File: config.mk
export PLATFORM = sky130hd
export DESIGN_NAME = ball_collision_ctrl
export DESIGN_NICKNAME = d
export VERILOG_FILES = /design/src/rtl/ball_collision_ctrl.sv
export SDC_FILE = /design/constraint.sdc
export NUM_CORES = 1
export LEC_CHECK = 0
export CORE_MARGIN = 1.5
export CORE_UTILIZATION = 55
export DETAILED_ROUTE_END_ITERATION = 7
export MAX_ROUTING_LAYER = met4
export PLACE_DENSITY = 0.82
export SLEW_MARGIN = 20
export SYNTH_ARGS = -nofsm -noshare
export SYNTH_HDL_FRONTEND = slang
export SYNTH_SLANG_ARGS = --single-unit
File: constraint.sdc
create_clock -name clk -period 4.25 [get_ports clk]
set_clock_uncertainty 0.1 [all_clocks]
set_input_delay 0.85 -clock clk [delete_from_list [all_inputs] [get_ports clk]]
set_output_delay 0.85 -clock clk [all_outputs]
set_load 0.01 [all_outputs]
File: src/rtl/ball_collision_ctrl.sv
// Ball motion and collision sequencer: one six-state pass per frame_tick.
// Optional feature macro BALL_SPEEDUP_EN: each paddle hit raises speed up to SPEED_MAX.
module ball_collision_ctrl #(
    parameter int SCREEN_W   = 640,
    parameter int SCREEN_H   = 480,
    parameter int BALL_SIZE  = 8,
    parameter int SPEED_INIT = 2,
    parameter int SPEED_MAX  = 6
) (
    input  logic       clk,
    input  logic       reset,
    input  logic       frame_tick,
    input  logic [9:0] padl_x,
    input  logic [8:0] padl_y,
    input  logic [9:0] padr_x,
    input  logic [8:0] padr_y,
    input  logic [9:0] pad_w,
    input  logic [8:0] pad_h,
    output logic [9:0] ball_x,
    output logic [8:0] ball_y,
    output logic       ball_dx,
    output logic       ball_dy,
    output logic       score_l,
    output logic       score_r,
    output logic       busy,
    output logic       done
);

    localparam logic [2:0] S_IDLE = 3'd0;
    localparam logic [2:0] S_WALL = 3'd1;
    localparam logic [2:0] S_PADL = 3'd2;
    localparam logic [2:0] S_PADR = 3'd3;
    localparam logic [2:0] S_EDGE = 3'd4;
    localparam logic [2:0] S_MOVE = 3'd5;

    // Speed register is sized for whichever of the two limits is larger.
    localparam int SPD_TOP = (SPEED_MAX > SPEED_INIT) ? SPEED_MAX : SPEED_INIT;
    localparam int SPD_W   = $clog2(SPD_TOP + 1);

    localparam logic [SPD_W-1:0] SPD_INIT = SPD_W'(SPEED_INIT);

    localparam logic [9:0]  X_HOME  = 10'(SCREEN_W / 2 - BALL_SIZE / 2);
    localparam logic [8:0]  Y_HOME  = 9'(SCREEN_H / 2 - BALL_SIZE / 2);
    localparam logic [9:0]  BALL_X  = 10'(BALL_SIZE);
    localparam logic [8:0]  BALL_Y  = 9'(BALL_SIZE);
    localparam logic [10:0] BALL_XW = 11'(BALL_SIZE);
    localparam logic [9:0]  BALL_YW = 10'(BALL_SIZE);
    localparam logic [10:0] EXT_W   = 11'(SCREEN_W);
    localparam logic [9:0]  EXT_H   = 10'(SCREEN_H);

    logic [2:0]       state;
    logic             hit;
    logic             goal_l;
    logic             goal_r;
    logic [SPD_W-1:0] speed;
    logic [SPD_W-1:0] speed_hit;

    logic [10:0] spd_xw;
    logic [9:0]  spd_yw;
    logic [10:0] x_far;
    logic [9:0]  y_far;
    logic        top_bounce;
    logic        bot_bounce;
    logic        edge_l;
    logic        edge_r;
    logic        over_l;
    logic        over_r;
    logic [9:0]  step_x;
    logic [8:0]  step_y;
    logic [9:0]  next_x;
    logic [8:0]  next_y;

    // Inclusive box overlap, widened by one bit so the sums cannot wrap.
    function automatic logic box_hit(
        input logic [9:0] ax,
        input logic [8:0] ay,
        input logic [9:0] aw,
        input logic [8:0] ah,
        input logic [9:0] bx,
        input logic [8:0] by,
        input logic [9:0] bw,
        input logic [8:0] bh
    );
        logic x_ok;
        logic y_ok;
        x_ok = ({1'b0, ax} <= {1'b0, bx} + {1'b0, bw})
            && ({1'b0, bx} <= {1'b0, ax} + {1'b0, aw});
        y_ok = ({1'b0, ay} <= {1'b0, by} + {1'b0, bh})
            && ({1'b0, by} <= {1'b0, ay} + {1'b0, ah});
        return x_ok && y_ok;
    endfunction

    always_comb begin
        spd_xw = 11'(speed);
        spd_yw = 10'(speed);
        x_far  = {1'b0, ball_x} + BALL_XW + spd_xw;
        y_far  = {1'b0, ball_y} + BALL_YW + spd_yw;

        top_bounce = ball_dy && ({1'b0, ball_y} < spd_yw);
        bot_bounce = !ball_dy && (y_far >= EXT_H);

        // Ball leaving on the left is a point for the right player.
        edge_r = ball_dx && ({1'b0, ball_x} < spd_xw);
        edge_l = !ball_dx && (x_far >= EXT_W);

        over_l = box_hit(ball_x, ball_y, BALL_X, BALL_Y,
                         padl_x, padl_y, pad_w, pad_h);
        over_r = box_hit(ball_x, ball_y, BALL_X, BALL_Y,
                         padr_x, padr_y, pad_w, pad_h);

        step_x = 10'(speed);
        step_y = 9'(speed);
        next_x = ball_dx ? ball_x - step_x : ball_x + step_x;
        next_y = ball_dy ? ball_y - step_y : ball_y + step_y;
    end

`ifdef BALL_SPEEDUP_EN
    localparam logic [SPD_W-1:0] SPD_CAP = SPD_W'(SPEED_MAX);
    localparam logic [SPD_W-1:0] SPD_ONE = SPD_W'(1);

    always_comb begin
        speed_hit = (speed < SPD_CAP) ? speed + SPD_ONE : speed;
    end
`else
    always_comb begin
        speed_hit = speed;
    end
`endif

    always_ff @(posedge clk) begin
        if (reset) begin
            state   <= S_IDLE;
            ball_x  <= X_HOME;
            ball_y  <= Y_HOME;
            ball_dx <= 1'b0;
            ball_dy <= 1'b0;
            speed   <= SPD_INIT;
            hit     <= 1'b0;
            goal_l  <= 1'b0;
            goal_r  <= 1'b0;
            done    <= 1'b0;
        end else begin
            done <= 1'b0;
            unique case (state)
                S_IDLE: begin
                    if (frame_tick) begin
                        state  <= S_WALL;
                        hit    <= 1'b0;
                        goal_l <= 1'b0;
                        goal_r <= 1'b0;
                    end
                end
                S_WALL: begin
                    if (top_bounce) begin
                        ball_dy <= 1'b0;
                    end else if (bot_bounce) begin
                        ball_dy <= 1'b1;
                    end
                    state <= S_PADL;
                end
                S_PADL: begin
                    if (ball_dx && over_l) begin
                        ball_dx <= 1'b0;
                        hit     <= 1'b1;
                        speed   <= speed_hit;
                    end
                    state <= S_PADR;
                end
                S_PADR: begin
                    if (!ball_dx && over_r) begin
                        ball_dx <= 1'b1;
                        hit     <= 1'b1;
                        speed   <= speed_hit;
                    end
                    state <= S_EDGE;
                end
                S_EDGE: begin
                    // A paddle save this frame overrides any score.
                    if (!hit) begin
                        goal_l <= edge_l;
                        goal_r <= edge_r;
                    end
                    state <= S_MOVE;
                end
                S_MOVE: begin
                    if (goal_l || goal_r) begin
                        ball_x  <= X_HOME;
                        ball_y  <= Y_HOME;
                        ball_dx <= !ball_dx;
                        speed   <= SPD_INIT;
                    end else begin
                        ball_x <= next_x;
                        ball_y <= next_y;
                    end
                    done  <= 1'b1;
                    state <= S_IDLE;
                end
                default: begin
                    state <= S_IDLE;
                end
            endcase
        end
    end

    assign busy    = (state != S_IDLE);
    assign score_l = (state == S_MOVE) && goal_l;
    assign score_r = (state == S_MOVE) && goal_r;

endmodule

# Yosys cells after proc, flatten, opt, wreduce, memory -nomap -nowiden
# Index checks and enable logic that the tools add are counted.
[totals]
register_bits = 28
latchBits = 0
ram_bits = 0
mem_bits_ro = 0
input_bits = 60
output_inout_bits = 25
elab_cells = 90
n_memories = 0
[op_classes]
add_sub_neg = 12
multipliers = 0
div_mod_pow = 0
n_lt_le_gt_ge = 12
n_eq_ne = 10
shifts = 0
muxes = 20
bitwise = 0
reduce_logical = 27
[ops]
columns = ["cell", "count"]
rows = [
  ["10-bit by 11-bit less-or-equal comparator with 1-bit output", 4],
  ["9-bit by 10-bit less-or-equal comparator with 1-bit output", 4],
  ["10-bit by 10-bit adder with 11-bit output", 2],
  ["10-bit by 2-bit adder with 10-bit output (second input constant)", 2],
  ["9-bit by 9-bit adder with 10-bit output", 2],
  ["10-bit 2-to-1 mux", 2],
  ["9-bit 2-to-1 mux", 2],
  ["3-bit case mux with 5 select lines", 1],
  ["1-bit logical AND", 14],
  ["10-bit by 4-bit adder with 11-bit output (second input constant)", 1],
  ["11-bit by 2-bit adder with 11-bit output (second input constant)", 1],
  ["11-bit by 10-bit >= comparator with 1-bit output (second input constant)", 1],
  ["9-bit by 4-bit adder with 10-bit output (second input constant)", 1],
  ["10-bit by 9-bit >= comparator with 1-bit output (second input constant)", 1],
  ["10-bit by 2-bit < comparator with 1-bit output (second input constant)", 1],
  ["1-bit 2-to-1 mux", 10],
  ["2-bit inequality test (second input constant)", 5],
  ["10-bit by 2-bit subtractor with 10-bit output (second input constant)", 1],
  ["9-bit by 2-bit adder with 9-bit output (second input constant)", 1],
  ["9-bit by 2-bit < comparator with 1-bit output (second input constant)", 1],
  ["3-bit nonzero test", 3],
  ["9-bit by 2-bit subtractor with 9-bit output (second input constant)", 1],
  ["4-bit AND reduction", 2],
  ["3-bit by 2-bit equality test with 1-bit output (second input constant)", 2],
  ["11 further kinds", 16],
]

# Longest topological paths before layout
# Gate-level depths: netlist of the first run.
[depth]
depth_word = 7
ltp_mapped = 18
depth_no_buf = 18

# Worst setup path before layout of the first run
# No wires, ideal clock.
[synth_path]
path_kind = "input to register"
from = "input port padl_x[1]"
to = "register ball_dx"
setup_ps = 95
arrival_time_ps = 3705
t_required_ps = 4055
path_slack_ps = 350
cell_stages = 14
path_buffers = 0
path_cell_list = "ha_1 -> a21o_1 -> a21oi_1 -> o21bai_1 -> a21oi_1 -> o21ai_0 -> o311a_1 -> ha_1 -> or3_1 -> a211oi_1 -> nor4_1 -> a311oi_1 -> nand2_1 -> a221oi_1"
[synth_between]
elab_chain_cells = 7
word_cells_on_any_way = 8
cone_classes = "add/sub: 1; order compare: 2; eq/ne: 1; reduce/logical: 4"
[synth_rtl]
columns = ["item", "line", "source"]
rows = [
  ["start, declared", "13", "input logic [9:0] padl_x,"],
  ["10-bit by 10-bit adder with 11-bit output", "86", "x_ok = ({1'b0, ax} <= {1'b0, bx} + {1'b0, bw})"],
  ["10-bit by 11-bit less-or-equal comparator with 1-bit output", "86", ""],
  ["1-bit logical AND (*)", "87", "&& ({1'b0, bx} <= {1'b0, ax} + {1'b0, aw});"],
  ["1-bit logical AND (*)", "90", "return x_ok && y_ok;"],
  ["1-bit logical AND (*)", "162", "if (ball_dx && over_l) begin"],
  ["2-bit inequality test (no line) (*)", "--", ""],
  ["4-bit AND reduction (no line) (*)", "--", ""],
  ["end signal, assigned", "189", "ball_dx <= !ball_dx;"],
  ["end, declared", "21", "output logic ball_dx,"],
]
# Mark *: on every way between the ends. The rest lies on a longest branch, timed or not.
# A chain may end at the register's enable or synchronous reset.

# Worst setup path in the final report of the first run
[layout_path]
from = "input port pad_h[2]"
to = "register ball_dx"
[layout_between]
elab_chain_cells = 7
word_cells_on_any_way = 13
cone_classes = "add/sub: 2; order compare: 2; eq/ne: 2; reduce/logical: 7"
[layout_rtl]
columns = ["item", "line", "source"]
rows = [
  ["start, declared", "18", "input logic [8:0] pad_h,"],
  ["9-bit by 9-bit adder with 10-bit output", "88", "y_ok = ({1'b0, ay} <= {1'b0, by} + {1'b0, bh})"],
  ["9-bit by 10-bit less-or-equal comparator with 1-bit output", "88", ""],
  ["1-bit logical AND", "89", "&& ({1'b0, by} <= {1'b0, ay} + {1'b0, ah});"],
  ["1-bit logical AND", "90", ""],
  ["1-bit logical AND, on equally long branches", "170, 162", ""],
  ["2-bit inequality test (no line)", "--", ""],
  ["4-bit AND reduction (no line) (*)", "--", ""],
]
# Marked as above.

==> impl_table.tex, run 1 <==
\begin{tabular}{lr}
\hline
Metric & Value \\
\hline
\multicolumn{2}{l}{\textbf{Final layout}} \\
\quad Layout Cells excl Fill & 858 \\
\quad Utilization of the core after routing & 75.5\% \\
\quad Ant. Diodes & 0 \\
\quad Filler cell count in the final layout & 657 \\
\quad Area of combinational cells with multiple inputs & $\sim$4500 sq um \\
\quad Storage cell area & 520 sq um \\
\quad Total non-filler cell area in the finished layout & about 6600 sq um \\
\quad Share of post-route cells with drive strength above 1 & 18.0\% \\
\quad Layout overhead on the synthesized area & 33.3\% \\
\quad Number of nets in the layout & 932 \\
\quad Commonest cells after routing, fill and taps aside & sky130\_fd\_sc\_hd\_\_ha\_1, sky130\_fd\_sc\_hd\_\_clkdlybuf4s50\_1, sky130\_fd\_sc\_hd\_\_buf\_4 \\
\quad Most common cell after layout, fill and taps aside & sky130\_fd\_sc\_hd\_\_ha\_1 \\
\multicolumn{2}{l}{\textbf{Critical path}} \\
\quad Endpoint type of the worst setup path & register \\
\quad Largest fanout on the critical path & 3 \\
\quad Crit start category & primary input \\
\quad Worst EP required & roughly 4.3 ns \\
\quad Worst Setup Path Type & primary input to register \\
\quad Endpoint arrival time on the critical path & 4.30 ns \\
\multicolumn{2}{l}{\textbf{Routing}} \\
\quad Post-route DRC & 0 \\
\quad Drt initial violations & about 300 \\
\quad TritonRoute pass-1 iters & 5 \\
\quad Ratio of routed vias to standard cells & 6.41 \\
\quad Number of vias in the routed layout & 5499 \\
\quad Overall routed net length & between 15 and 20 mm \\
\quad DR WL/cell & $\sim$19 um \\
\quad Antenna-violating nets left & 0 \\
\multicolumn{2}{l}{\textbf{Floorplan}} \\
\quad Die area & 9560 sq um \\
\quad Starting Density & between 50\% and 60\% \\
\quad Area of the core region & 8720 sq um \\
\quad Overall die width & between 90 and 100 um \\
\quad Number of placement rows & 34 \\
\quad Top-level port count & 85 \\
\quad Vertical die dimension & 97.8 um \\
\multicolumn{2}{l}{\textbf{Yosys}} \\
\quad Dominant synthesized flop cell & sky130\_fd\_sc\_hd\_\_dfxtp\_1 \\
\quad Number of flops mapped to enable cells by yosys & 0 \\
\quad Mapped Cells & around 620 \\
\quad Async set or reset register ratio after synthesis & 0\% \\
\quad Syn\_area\_per\_cell & 7.93 sq um \\
\quad Number of warnings issued by yosys & 0 \\
\quad \#FFs+latches synth & 26 \\
\quad Synthesized area & between 4000 and 5000 sq um \\
\quad Share of the yosys chip area belonging to registers & a little over a tenth \\
\quad Synth unique cells & 65 \\
\multicolumn{2}{l}{\textbf{Clock network}} \\
\quad Clock network latency to the later pin of the worst-skew pair & approximately 0.28 ns \\
\quad Clk sink count & 26 \\
\quad Root cell of the clock tree & sky130\_fd\_sc\_hd\_\_clkbuf\_8 \\
\quad Clock slew at reported path FFs & 0.09 ns \\
\quad Inserted Clock Buffers & 3 \\
\quad H-tree levels & 1 \\
\quad CTS tree & yes \\
\quad Clock Path Buffers & 2 \\
\multicolumn{2}{l}{\textbf{Global routing}} \\
\quad Global-route wire length before repair & 26.1 mm \\
\quad GRT Overall Usage & between 30\% and 40\% \\
\quad Remaining global-route overflow & 0 \\
\quad Number of antenna violations at the first check in global routing & 0 \\
\quad Vias in the first global route & 5362 \\
\quad Pin count of the biggest net entering global routing & 28 \\
\multicolumn{2}{l}{\textbf{Outcome}} \\
\quad Outcome & finished, final reports clean \\
\multicolumn{2}{l}{\textbf{Timing}} \\
\quad Number of setup violations in the final report & 0 \\
\quad Rel. slew slack & 31.8\% \\
\quad Worst setup margin & 0.0209 ns \\
\quad Final critical-path required period & 4.23 ns \\
\quad Final hold violation count & 0 \\
\quad Least-Margin Pin Slew & 1.02 ns \\
\quad Period utilisation layout & 99.5\% \\
\quad Highest clock rate & 236 MHz \\
\quad Final Max Tran Viols & 0 \\
\multicolumn{2}{l}{\textbf{Placed design}} \\
\quad Placed insts & roughly 840 \\
\quad Placed standard-cell area & 6120 sq um \\
\quad Port-buffer cells & 82 \\
\quad Gpl congestion & about 0.99 \\
\quad Post-placement worst setup slack & -0.496 ns \\
\quad Estimated wirelength of the detail-placed design & 12.9 mm \\
\multicolumn{2}{l}{\textbf{Power}} \\
\quad Ratio of total power to cell area & 168 nW/um\^{}2 \\
\quad Leakage & approximately 2.9 nW \\
\quad Maximum vdd ir drop & about 0.00020 V \\
\quad Power after layout & 1.11 mW \\
\multicolumn{2}{l}{\textbf{Min path}} \\
\quad Type of the tightest min-delay check & register to register \\
\multicolumn{2}{l}{\textbf{Flow run}} \\
\quad MaxCap Viol Count & 0 \\
\hline
\end{tabular}
==> power breakdown <==
part | leakage (nW) | switching [mW] | total, mW | internal, mW
clock network | 0.0216 | 0.0763 | 0.140 | 0.0636
registers | 0.210 | 0.0165 | 0.266 | 0.249
logic | 2.69 | 0.346 | 0.700 | 0.354
==> layout make-up <==
| class | instances | area share [%] |
|---|---|---|
| Sequential cell | 26 | 7.90 |
| Tap cell | 108 | 2.05 |
| Clock buffer | 3 | 0.627 |
| Inverter | 30 | 1.71 |
| Multi-Input combinational cell | 548 | 68.3 |
| Timing Repair Buffer | 143 | 19.4 |
==> flip-flops by register name (all words and copies together), names as in the netlist <==
signal / count
ball_dy: 1
hit: 1
state: 3
ball_dx: 1
ball_x: 9
done: 1
goal_r: 1
ball_y: 8
goal_l: 1
==> stage by stage <==
step	hold WS [ns]	setup TNS [ns]
after floorplan	0.358	0
after global placement	0.412	-0.561
after detailed placement	0.418	-0.936
after CTS	0.433	0
after global routing	0.465	-0.116
final	0.438	0
==> cell usage after synthesis, drive strengths merged, types with 11 or more instances <==
master	number	share of area (%)
nor3	15	1.5
a211oi	18	2.7
xor2	19	3.4
buf	11	1.6
inv	30	2.3
nand3	17	1.7
a21oi	55	5.6
nor2	38	2.9
nand2b	17	2.2
nand4	17	2.5
o21ai	38	3.8
dfxtp	26	11
a21o	14	2.1
xnor2	20	3.5
nand2	39	3.0
ha	116	29
==> cells by family after synthesis <==
family          synth area share, %
flops                          10.5
simple gates                   22.1
fa+ha+maj                      31.0
buf+inv                        4.58
xor+xnor                       6.91
compound gates                 24.8
other cells                  0.0759
==> what timing repair did <==
item | 4_1_cts | 5_1_grt
setup endpoints to repair | 2 | 2
resized for setup | 31 | 61
buffers inserted | 11 | 5
gates cloned | 0 | 0
hold buffers | 0 | 0
pin swaps | 21 | 46
==> metal layers <==
metal | vias to the layer above | routed length (um) | track usage, % | share of wire, %
met5 | - | 0 | - | 0
met1 | 2601 | 7470 | 45.8 | 45
met2 | 245 | 7390 | 54.4 | 45
met3 | 45 | 1090 | 4.22 | 6.6
met4 | 0 | 486 | 9.01 | 3.0
li1 | 2608 | - | - | -
==> path summary, 6_finish.rpt <==
path	startpoint	endpoint	slack, ns	cells after the start
max reg2reg	ball_y[3]$_SDFFE_PP1P_	hit$_SDFFE_PP0P_	0.37	13
max	pad_h[2]	ball_dx$_SDFFE_PP0P_	0.02	20
min reg2reg	goal_r$_SDFFE_PP0P_	goal_r$_SDFFE_PP0P_	0.44	2
min	goal_r$_SDFFE_PP0P_	goal_r$_SDFFE_PP0P_	0.44	2
==> worst max-delay path, cell delays in order <==
cell                            delay [ns]
sky130_fd_sc_hd__dlygate4sd2_1        0.33
sky130_fd_sc_hd__ha_4                 0.25
sky130_fd_sc_hd__nor2b_2              0.15
sky130_fd_sc_hd__o21ai_1              0.19
sky130_fd_sc_hd__nand2b_1             0.16
sky130_fd_sc_hd__buf_4                0.16
sky130_fd_sc_hd__buf_4                0.12
sky130_fd_sc_hd__buf_4                0.12
sky130_fd_sc_hd__buf_4                0.12
sky130_fd_sc_hd__buf_4                0.13
sky130_fd_sc_hd__xnor2_2              0.13
sky130_fd_sc_hd__ha_1                 0.29
sky130_fd_sc_hd__nand2_1              0.06
sky130_fd_sc_hd__nor4_1               0.04
sky130_fd_sc_hd__or3_1                0.37
sky130_fd_sc_hd__a211oi_2             0.22
sky130_fd_sc_hd__a311oi_2             0.09
sky130_fd_sc_hd__buf_4                0.17
sky130_fd_sc_hd__buf_4                0.12
sky130_fd_sc_hd__a221oi_2             0.21
Note: power is estimated with default switching activity, not from simulation.
==> run 2: changes to the inputs <==
==> constraint.sdc (replaced) <==
create_clock -name clk -period 4.65 [get_ports clk]
set_clock_uncertainty 0.1 [all_clocks]
set_input_delay 0.93 -clock clk [delete_from_list [all_inputs] [get_ports clk]]
set_output_delay 0.93 -clock clk [all_outputs]
set_load 0.01 [all_outputs]
==> run 2 against run 1 <==
Worst hold slack gained 0.0024 ns. Largest cell class unchanged. Combinational power is 22% lower. Cell area down 8.3%. Sequential share of layout area increased by 0.72 points. Core utilization decreased by 6.3 points. Die area did not move. Critical endpoint unchanged. Critical path depth is 4 lower. Largest power group unchanged. Non-clock buffer count shrank 48.
==> impl_table.tex, run 2 (synthesized netlist as in run 1, its figures left out) <==
\begin{tabular}{lr}
\hline
Metric & Value \\
\hline
\multicolumn{2}{l}{\textbf{Critical path}} \\
\quad Crit start category & primary input \\
\quad Largest fanout on the critical path & 4 (+1) \\
\quad Worst Setup Path Type & primary input to register \\
\quad Worst EP required & 4.73 ns (+0.41 ns) \\
\quad Endpoint type of the worst setup path & register \\
\quad Endpoint arrival time on the critical path & 4.57 ns (+0.27 ns) \\
\multicolumn{2}{l}{\textbf{Placed design}} \\
\quad Port-buffer cells & 82 (unchanged) \\
\quad Estimated wirelength of the detail-placed design & 12.3 mm (-4.3\%) \\
\quad Placed insts & 804 (-4.2\%) \\
\quad Post-placement worst setup slack & -0.280 ns (+0.216 ns) \\
\quad Placed standard-cell area & 5860 sq um (-4.3\%) \\
\quad Gpl congestion & 1.01 (+2.4\%) \\
\multicolumn{2}{l}{\textbf{Timing}} \\
\quad Highest clock rate & 223 MHz \\
\quad Rel. slew slack & 34.6\% (+2.8 points) \\
\quad WHS & 0.440 ns (+0.00239 ns) \\
\quad Final Max Tran Viols & 0 (unchanged) \\
\quad Final hold violation count & 0 (unchanged) \\
\quad Number of setup violations in the final report & 0 (unchanged) \\
\quad Period utilisation layout & between 90\% and 100\% \\
\quad Least-Margin Pin Slew & 0.978 ns (-0.0418 ns) \\
\quad Worst setup margin & 0.156 ns (+0.135 ns) \\
\quad Final critical-path required period & 4.49 ns \\
\quad Final TNS setup & 0 ns (unchanged) \\
\multicolumn{2}{l}{\textbf{Final layout}} \\
\quad Most flop-heavy register & ball\_x \\
\quad Storage cell area & 520 sq um (unchanged) \\
\quad Share of post-route cells with drive strength above 1 & 6.40\% (-12 points) \\
\quad Total non-filler cell area in the finished layout & 6040 sq um (-8.3\%) \\
\quad Largest register FFs & 9 (unchanged) \\
\quad Filler cell count in the final layout & 711 (+8.2\%) \\
\quad Ant. Diodes & 0 (unchanged) \\
\quad Area of combinational cells with multiple inputs & 4280 sq um (-5.0\%) \\
\quad Layout overhead on the synthesized area & 22.2\% \\
\quad Commonest cells after routing, fill and taps aside & sky130\_fd\_sc\_hd\_\_ha\_1, sky130\_fd\_sc\_hd\_\_clkdlybuf4s50\_1, sky130\_fd\_sc\_hd\_\_a21oi\_1 \\
\quad Most common cell after layout, fill and taps aside & sky130\_fd\_sc\_hd\_\_ha\_1 \\
\quad Number of nets in the layout & 884 (-5.2\%) \\
\quad Layout Cells excl Fill & 811 (-5.5\%) \\
\quad Largest registers in the final layout & ball\_x: 9 flops, ball\_y: 8 flops, state: 3 flops \\
\multicolumn{2}{l}{\textbf{Floorplan}} \\
\quad Starting Density & 56.7\% (unchanged) \\
\quad Number of placement rows & 34 (unchanged) \\
\quad Die area & 9560 sq um (unchanged) \\
\quad Top-level port count & 85 (unchanged) \\
\quad Vertical die dimension & 97.8 um (unchanged) \\
\quad Area of the core region & 8720 sq um (unchanged) \\
\quad Overall die width & 97.8 um (unchanged) \\
\multicolumn{2}{l}{\textbf{Power}} \\
\quad Maximum vdd ir drop & 0.000175 V (-11\%) \\
\quad Leakage & 2.61 nW (-11\%) \\
\quad Ratio of total power to cell area & 162 nW/um\^{}2 (-3.6\%) \\
\multicolumn{2}{l}{\textbf{Clock network}} \\
\quad Inserted Clock Buffers & 3 (unchanged) \\
\quad Clock network latency to the later pin of the worst-skew pair & 0.27 ns (about the same) \\
\quad H-tree levels & 1 (unchanged) \\
\quad Clock slew at reported path FFs & 0.10 ns (about the same) \\
\quad Clock Path Buffers & 2 (unchanged) \\
\quad Clk sink count & 26 (unchanged) \\
\quad Root cell of the clock tree & sky130\_fd\_sc\_hd\_\_clkbuf\_8 \\
\quad CTS tree & yes \\
\multicolumn{2}{l}{\textbf{Routing}} \\
\quad Overall routed net length & 15.2 mm (-7.4\%) \\
\quad Antenna-violating nets left & 0 (unchanged) \\
\quad DR WL/cell & 18.8 um (-2.0\%) \\
\quad Number of vias in the routed layout & 5262 (-4.3\%) \\
\quad Drt initial violations & 245 (-20\%) \\
\quad Post-route DRC & 0 (unchanged) \\
\quad TritonRoute pass-1 iters & 5 (unchanged) \\
\quad Ratio of routed vias to standard cells & 6.49 (+1.2\%) \\
\multicolumn{2}{l}{\textbf{Global routing}} \\
\quad Remaining global-route overflow & 0 (unchanged) \\
\quad Global-route wire length before repair & 24.7 mm (-5.4\%) \\
\quad Number of antenna violations at the first check in global routing & 0 (unchanged) \\
\quad GRT Overall Usage & 32.1\% (-2.0 points) \\
\quad Pin count of the biggest net entering global routing & 28 (unchanged) \\
\quad Vias in the first global route & 5125 (-4.4\%) \\
\multicolumn{2}{l}{\textbf{Outcome}} \\
\quad Outcome & finished, final reports clean \\
\multicolumn{2}{l}{\textbf{Flow run}} \\
\quad MaxCap Viol Count & 0 (unchanged) \\
\multicolumn{2}{l}{\textbf{Min path}} \\
\quad Type of the tightest min-delay check & register to register \\
\hline
\end{tabular}
## run 2: cell types whose count changed in the layout (fill, tap and decap cells not counted), sizes merged
cell	delta
buf	-48
bufinv	+1
clkbuf	-4
clkdlybuf4s50	+15
dlygate4sd2	-4
dlymetal6s2s	-7
## run 2: repair_timing
action | in CTS | in global routing
hold buffers | 0 | 0
pin swaps | 0 | 8
setup buffers | 0 | 3
resized for setup | 1 | 21
setup endpoints to repair | 1 | 2
## run 2: worst paths after layout
check        slack, ns  depth (start not counted)                   end              startpoint
max               0.16                         16  ball_dx$_SDFFE_PP0P_                pad_h[1]
min               0.44                          2   goal_l$_SDFFE_PP0P_     goal_l$_SDFFE_PP0P_
max reg2reg       1.00                         11      hit$_SDFFE_PP0P_  ball_y[3]$_SDFFE_PP1P_
min reg2reg       0.44                          2   goal_l$_SDFFE_PP0P_     goal_l$_SDFFE_PP0P_
## run 2: per-layer routing
metal | up-vias | wire length, um | GRT usage [%]
li1 | 2513 | - | -
met5 | - | 0 | -
met3 | 43 | 1140 | 3.29
met2 | 228 | 6980 | 51.5
met1 | 2478 | 6800 | 43.2
met4 | 0 | 289 | 8.68
## run 2: power breakdown
part           switching (mW)  internal (mW)  total [mW]  leakage, nW
Clock                  0.0744          0.115       0.190       0.0357
Sequential             0.0147          0.228       0.242        0.210
Combinational           0.283          0.262       0.545         2.37
Total                   0.372          0.605       0.977         2.61
## run 2: area by class of cell
cell class	count	share of cell area [%]
clock buffer	3	0.684
clock inverter	1	0.497
inverter	30	1.86
multi-input combinational	548	70.8
sequential	26	8.62
tap	108	2.24
timing repair buffer	95	15.3
## run 2: per-stage QoR
stage               utilization [%]  power [mW]
floorplan                         -       0.573
global route                   69.2        1.05
finish                         69.2       0.977
global placement               67.2       0.724
CTS                            68.1       0.941
detailed placement             67.2       0.748
## run 2: worst max-delay path, cell delays in order
cell	delay, ns
sky130_fd_sc_hd__clkdlybuf4s50_1	0.53
sky130_fd_sc_hd__ha_1	0.26
sky130_fd_sc_hd__a211oi_1	0.29
sky130_fd_sc_hd__o21bai_2	0.16
sky130_fd_sc_hd__a21oi_2	0.19
sky130_fd_sc_hd__o21bai_1	0.08
sky130_fd_sc_hd__a21oi_1	0.18
sky130_fd_sc_hd__xor2_1	0.18
sky130_fd_sc_hd__ha_1	0.30
sky130_fd_sc_hd__a2111oi_2	0.38
sky130_fd_sc_hd__o21ai_1	0.13
sky130_fd_sc_hd__a21oi_1	0.21
sky130_fd_sc_hd__a211oi_2	0.08
sky130_fd_sc_hd__a311oi_2	0.31
sky130_fd_sc_hd__nand2_1	0.11
sky130_fd_sc_hd__a221oi_2	0.25
